## src/rtl/seven_segment_bcd_reader.sv

```systemverilog
// Recovers two BCD digits, blank/error flags and a 0..99 binary value from
// raw seven-segment buses, committing a pattern pair only after it has been stable.
module seven_segment_bcd_reader #(
   parameter int unsigned STABLE_CYCLES = 4,
   parameter bit          ACTIVE_LOW    = 1'b1
) (
   input  logic       clk,
   input  logic       reset,
   input  logic [6:0] seg0,
   input  logic [6:0] seg1,
   output logic [3:0] bcd0,
   output logic [3:0] bcd1,
   output logic       blank0,
   output logic       blank1,
   output logic       err0,
   output logic       err1,
   output logic [6:0] value_bin,
   output logic       value_ok,
   output logic       valid
);

   localparam logic [6:0] RAW_BLANK = ACTIVE_LOW ? 7'h7F : 7'h00;
   localparam logic [3:0] CNT_LAST  = 4'(STABLE_CYCLES - 1);

   typedef enum logic {SETTLE, LOCKED} state_t;

   state_t      state_reg, state_next;
   logic [3:0]  cnt_reg, cnt_next;
   logic [13:0] sample_reg;
   logic [13:0] sample_now;

   logic [7:0]  bcd_reg, bcd_next;
   logic [1:0]  blank_reg, blank_next;
   logic [1:0]  err_reg, err_next;
   logic [6:0]  value_reg, value_next;
   logic        ok_reg, ok_next;
   logic        valid_reg, valid_next;

   // Decoded view of the previous sample; this is what gets committed.
   logic [7:0]  dig_bcd;
   logic [1:0]  dig_blank;
   logic [1:0]  dig_err;
   logic [6:0]  calc_value;
   logic        calc_ok;

   assign sample_now = {seg1, seg0};

   generate
      for (genvar gi = 0; gi < 2; gi++) begin : g_dec
         logic [6:0] norm;
         logic [3:0] bcd_g;
         logic       blank_g;
         logic       err_g;

         // Internally a lit segment is always 0.
         assign norm = ACTIVE_LOW ? sample_reg[gi*7 +: 7] : ~sample_reg[gi*7 +: 7];

         always_comb begin
            bcd_g   = 4'hF;
            blank_g = 1'b0;
            err_g   = 1'b0;
            case (norm)
               7'b0000001: bcd_g = 4'd0;
               7'b1001111: bcd_g = 4'd1;
               7'b0010010: bcd_g = 4'd2;
               7'b0000110: bcd_g = 4'd3;
               7'b1001100: bcd_g = 4'd4;
               7'b0100100: bcd_g = 4'd5;
               7'b0100000: bcd_g = 4'd6;
               7'b0001111: bcd_g = 4'd7;
               7'b0000000: bcd_g = 4'd8;
               7'b0000100: bcd_g = 4'd9;
               7'b1111111: blank_g = 1'b1;
               default:    err_g   = 1'b1;
            endcase
         end

         assign dig_bcd[gi*4 +: 4] = bcd_g;
         assign dig_blank[gi]      = blank_g;
         assign dig_err[gi]        = err_g;
      end
   endgenerate

   // A blank tens digit in front of a legal ones digit reads as a leading zero.
   always_comb begin
      calc_value = 7'h7F;
      calc_ok    = 1'b0;
      if (!dig_blank[0] && !dig_err[0]) begin
         if (!dig_blank[1] && !dig_err[1]) begin
            calc_value = {dig_bcd[7:4], 3'b000} + {2'b00, dig_bcd[7:4], 1'b0}
                       + {3'b000, dig_bcd[3:0]};
            calc_ok    = 1'b1;
         end else if (dig_blank[1]) begin
            calc_value = {3'b000, dig_bcd[3:0]};
            calc_ok    = 1'b1;
         end
      end
   end

   always_comb begin
      state_next = state_reg;
      cnt_next   = cnt_reg;
      bcd_next   = bcd_reg;
      blank_next = blank_reg;
      err_next   = err_reg;
      value_next = value_reg;
      ok_next    = ok_reg;
      valid_next = 1'b0;
      if (sample_now != sample_reg) begin
         state_next = SETTLE;
         cnt_next   = 4'd0;
      end else if (state_reg == SETTLE) begin
         if (cnt_reg == CNT_LAST) begin
            state_next = LOCKED;
            cnt_next   = 4'd0;
            bcd_next   = dig_bcd;
            blank_next = dig_blank;
            err_next   = dig_err;
            value_next = calc_value;
            ok_next    = calc_ok;
            valid_next = 1'b1;
         end else begin
            cnt_next = cnt_reg + 4'd1;
         end
      end
   end

   always_ff @(posedge clk) begin
      if (reset) begin
         sample_reg <= {RAW_BLANK, RAW_BLANK};
         state_reg  <= SETTLE;
         cnt_reg    <= 4'd0;
         bcd_reg    <= 8'hFF;
         blank_reg  <= 2'b11;
         err_reg    <= 2'b00;
         value_reg  <= 7'd0;
         ok_reg     <= 1'b0;
         valid_reg  <= 1'b0;
      end else begin
         sample_reg <= sample_now;
         state_reg  <= state_next;
         cnt_reg    <= cnt_next;
         bcd_reg    <= bcd_next;
         blank_reg  <= blank_next;
         err_reg    <= err_next;
         value_reg  <= value_next;
         ok_reg     <= ok_next;
         valid_reg  <= valid_next;
      end
   end

   assign bcd0      = bcd_reg[3:0];
   assign bcd1      = bcd_reg[7:4];
   assign blank0    = blank_reg[0];
   assign blank1    = blank_reg[1];
   assign err0      = err_reg[0];
   assign err1      = err_reg[1];
   assign value_bin = value_reg;
   assign value_ok  = ok_reg;
   assign valid     = valid_reg;

endmodule

```

## config.mk

```make
export PLATFORM = sky130hd
export DESIGN_NAME = seven_segment_bcd_reader
export DESIGN_NICKNAME = d
export VERILOG_FILES = /design/src/rtl/seven_segment_bcd_reader.sv
export SDC_FILE = /design/constraint.sdc
export NUM_CORES = 1
export LEC_CHECK = 0
export BUFFER_PORTS_ARGS = -buffer_cell sky130_fd_sc_hd__buf_4
export CAP_MARGIN = 15
export CORE_AREA = 8 8 100 102
export DETAILED_ROUTE_END_ITERATION = 10
export DIE_AREA = 0 0 108 110
export GPL_ROUTABILITY_DRIVEN = 0
export GPL_TIMING_DRIVEN = 0
export PLACE_DENSITY_LB_ADDON = 0.15
export SLEW_MARGIN = 20
export SYNTH_ARGS = -nofsm -noshare
export SYNTH_HDL_FRONTEND = slang
export SYNTH_SLANG_ARGS = --single-unit
```

## constraint.sdc

```tcl
create_clock -name clk -period 4.25 [get_ports clk]
set_input_delay 1.275 -clock clk [delete_from_list [all_inputs] [get_ports clk]]
set_output_delay 1.275 -clock clk [all_outputs]
set_load 0.05 [all_outputs]
```

==> metrics.txt <==
Detailed Route WL 5582 um; total CTS buffers 5; initial core utilization between 20% and 30%; syn_nets ~280; DRC 0; Switching Share between 20% and 30%; worst hold path class reg2reg; clk sinks 40; Die ar. between 0.01 and 0.015 mm2; Slew Limit Fails 0; hold path start err_reg[1]$_SDFFE_PP0P_; DR vias/cell 4.587; FF+latch count, synth 40; reg2reg start sample_reg[8]$_SDFF_PP1_; Non-Filler Instances between 400 and 500; buffers added on ports 36; GRT Total Usage roughly a tenth; Post-synth EDFFs 0; worst path required time roughly 4.5 ns; most frequent cells after synthesis 40 x dfxtp_1, 25 x nor2_1, 18 x nand2_1; Max VDD drop ~0.14 mV; share of cells above drive strength 1 24.08%; Hold EP err_reg[1]$_SDFFE_PP0P_; width of the die about 110 um; vias ~1,900; ys async rst share 0%; post-synth top area share a little over a third; fin crit share 87.44%; crit end category register; Seq pwr share ~47%; hold depth 2; status finished, final reports clean; Root Driver clkbuf_8; first-pass GRT wire length 9397 um; Worst-path clk slew around 0.080 ns; initial antenna violation count 0; Clk pwr share 41.7%; Worst EP arrival about 3.9 ns; critical path class reg2reg; Final TNS setup 0 ns; count leader, synth dfxtp_1; row cnt 34; setup bufs post-CTS 0; Congestion Overflow GR 0; Yosys warnings 0; Iter 0 DRT Violations 89; CTS tree yes; Worst Tran Pin Value ~0.63 ns; fin nets around 320; wire per inst between 10 and 15 um; Final Hold Vio Count 0; htree depth 2; Cells after Synth ~260; Internal Power approximately 630 uW; post-layout minimum cycle time ~3.7 ns; Ant. Diodes 0; placed cell count 399; post-cts sizing count 0; reg2reg setup slack between 0.5 and 0.6 ns; Cell Area, Synth ~0.0022 mm2; clock latency on the worst-skew pair between 0.2 and 0.3 ns; largest area contributor in the netlist dfxtp_1; Max Clk Rate approximately 0.27 GHz; Layout Skew about 0.0066 ns; post-route ant nets 0; setup violators final 0; Cell Pwr Density between 300 and 400 mW/mm2; startpoint types register; R2R cell count 14; MaxCap Viol Count 0; I/O pin cnt 37; Main synth FF type dfxtp_1; clk buf depth 2; vias in the first global route between 1,500 and 2,000; CP Max Fanout 8; Mapped Avg Cell Area between 8 and 9 um2; Layout Area Growth over Synthesis 24.30%; core region area roughly 0.0085 mm2; Max-Slew Margin vs Limit 57.43%; Lkg Pwr ~0.001 uW; DRT Pass-1 Iters 4; Net Sw Power around 190 uW; Chip Height around 110 um; largest net degree at the start of global routing 13; FILL cells around 900; Largest register FFs 14; post-synth cell types 51; combinational share of power between 10% and 20%; capture point of the worst reg-to-reg path value_bin[6]$_SDFFE_PP0P_; HPWL Detailed 4337 um; RSZ-0062 raised after global routing false; largest cells by area after synthesis dfxtp_1 37%, ha_1 4.6%, xor2_1 4.4%, nor2_1 4.3%, or2_2 4.3%; register area share after synthesis between 30% and 40%; Hold-fix buffers, CTS 0
[layer usage]
metal / up-vias / routed length (um) / global-route usage (%)
li1: 980 / - / -
met1: 841 / 2696 / 12.82
met2: 38 / 2491 / 15.78
met3: 8 / 321 / 2.733
met4: 0 / 72 / 3.271
met5: - / 0 / 0
[power by group through the flow]
stage                     logic [uW]  clock network, uW  registers (uW)
after CTS                       95.5                357             385
after detailed placement        94.9                  0             394
final                           94.5                343             386
after global routing             106                375             387
after floorplan                 64.1                  0             393
after global placement          94.9                  0             394
[cells by family after synthesis]
kind of cell,Yosys count,share of synthesized area [%]
xor+xnor,21,8.405
compound gates,52,16.93
simple gates,102,25.04
flops,40,36.59
buf+inv,27,5.203
fa+ha+maj,10,6.404
mux,3,1.429
[stage by stage]
step                      hold slack (ns)  util (%)  area, um2  power (uW)  setup WS [ns]
after floorplan                    0.4750         -       2188       457.5          1.027
after global placement             0.4465     30.64       2594       489.1         0.5225
after detailed placement           0.4467     30.64       2594       489.3         0.5215
after CTS                          0.4584     32.13       2720       837.8         0.5054
after global routing               0.4846     32.13       2720       867.9         0.1316
final                              0.4539     32.13       2720       823.1         0.5337
[critical path, stage by stage (launching register included)]
cell and delay (ns):
dfxtp_1 0.30, buf_2 0.16, nor4_1 0.59, a22oi_1 0.20, o32ai_2 0.27, o21ai_0 0.32, fa_1 0.59, inv_1 0.07
fa_1 0.45, inv_1 0.07, a21o_1 0.10, a21oi_1 0.07, xor2_1 0.13, nand2_1 0.09, a211oi_1 0.22
[final cells by class]
cell class / instances / area, um2 / share of cell area [%]
Timing Repair Buffer: 36 / 270.3 / 9.936
Multi-Input combinational cell: 188 / 1274 / 46.83
Inverter: 9 / 33.78 / 1.242
Clock inverter: 1 / 30.03 / 1.104
Sequential cell: 40 / 800.8 / 29.44
Buffer: 18 / 80.08 / 2.944
Clock buffer: 7 / 96.34 / 3.542
Tap cell: 108 / 135.1 / 4.968
[worst max path at each step]
| stage | from | end | slack (ns) | depth (start not counted) |
|---|---|---|---|---|
| 6_report | sample_reg[8]$_SDFF_PP1_ | value_bin[6]$_SDFFE_PP0P_ | 0.53 | 14 |
| 5_1_grt | sample_reg[8]$_SDFF_PP1_ | value_bin[6]$_SDFFE_PP0P_ | 0.13 | 14 |
| 4_1_cts | sample_reg[8]$_SDFF_PP1_ | value_bin[6]$_SDFFE_PP0P_ | 0.51 | 14 |
| 3_5_place_dp | sample_reg[8]$_SDFF_PP1_ | value_bin[6]$_SDFFE_PP0P_ | 0.52 | 14 |
| 3_3_place_gp | sample_reg[8]$_SDFF_PP1_ | value_bin[6]$_SDFFE_PP0P_ | 0.52 | 14 |
| 2_1_floorplan | sample_reg[8]$_SDFF_PP1_ | value_bin[6]$_SDFFE_PP0P_ | 1.03 | 14 |
[cells in the final DEF (no fill, tap or decap), types with 3 or more instances in the layout]
master / n
nand2b_1: 4
a21o_1: 5
nand2_1: 18
buf_4: 37
xnor2_1: 10
ha_1: 8
or3_1: 4
o21ai_0: 10
a211oi_1: 7
buf_2: 7
nor3_1: 4
clkbuf_8: 7
or2_2: 15
or4_1: 3
nand3_1: 6
nor2_1: 25
o211ai_1: 4
o22ai_1: 4
inv_1: 8
nand4_1: 4
nor4_1: 5
xor2_1: 11
clkbuf_1: 10
dfxtp_1: 40
a21oi_1: 10
No activity file was read; power rests on OpenSTA's default activity.
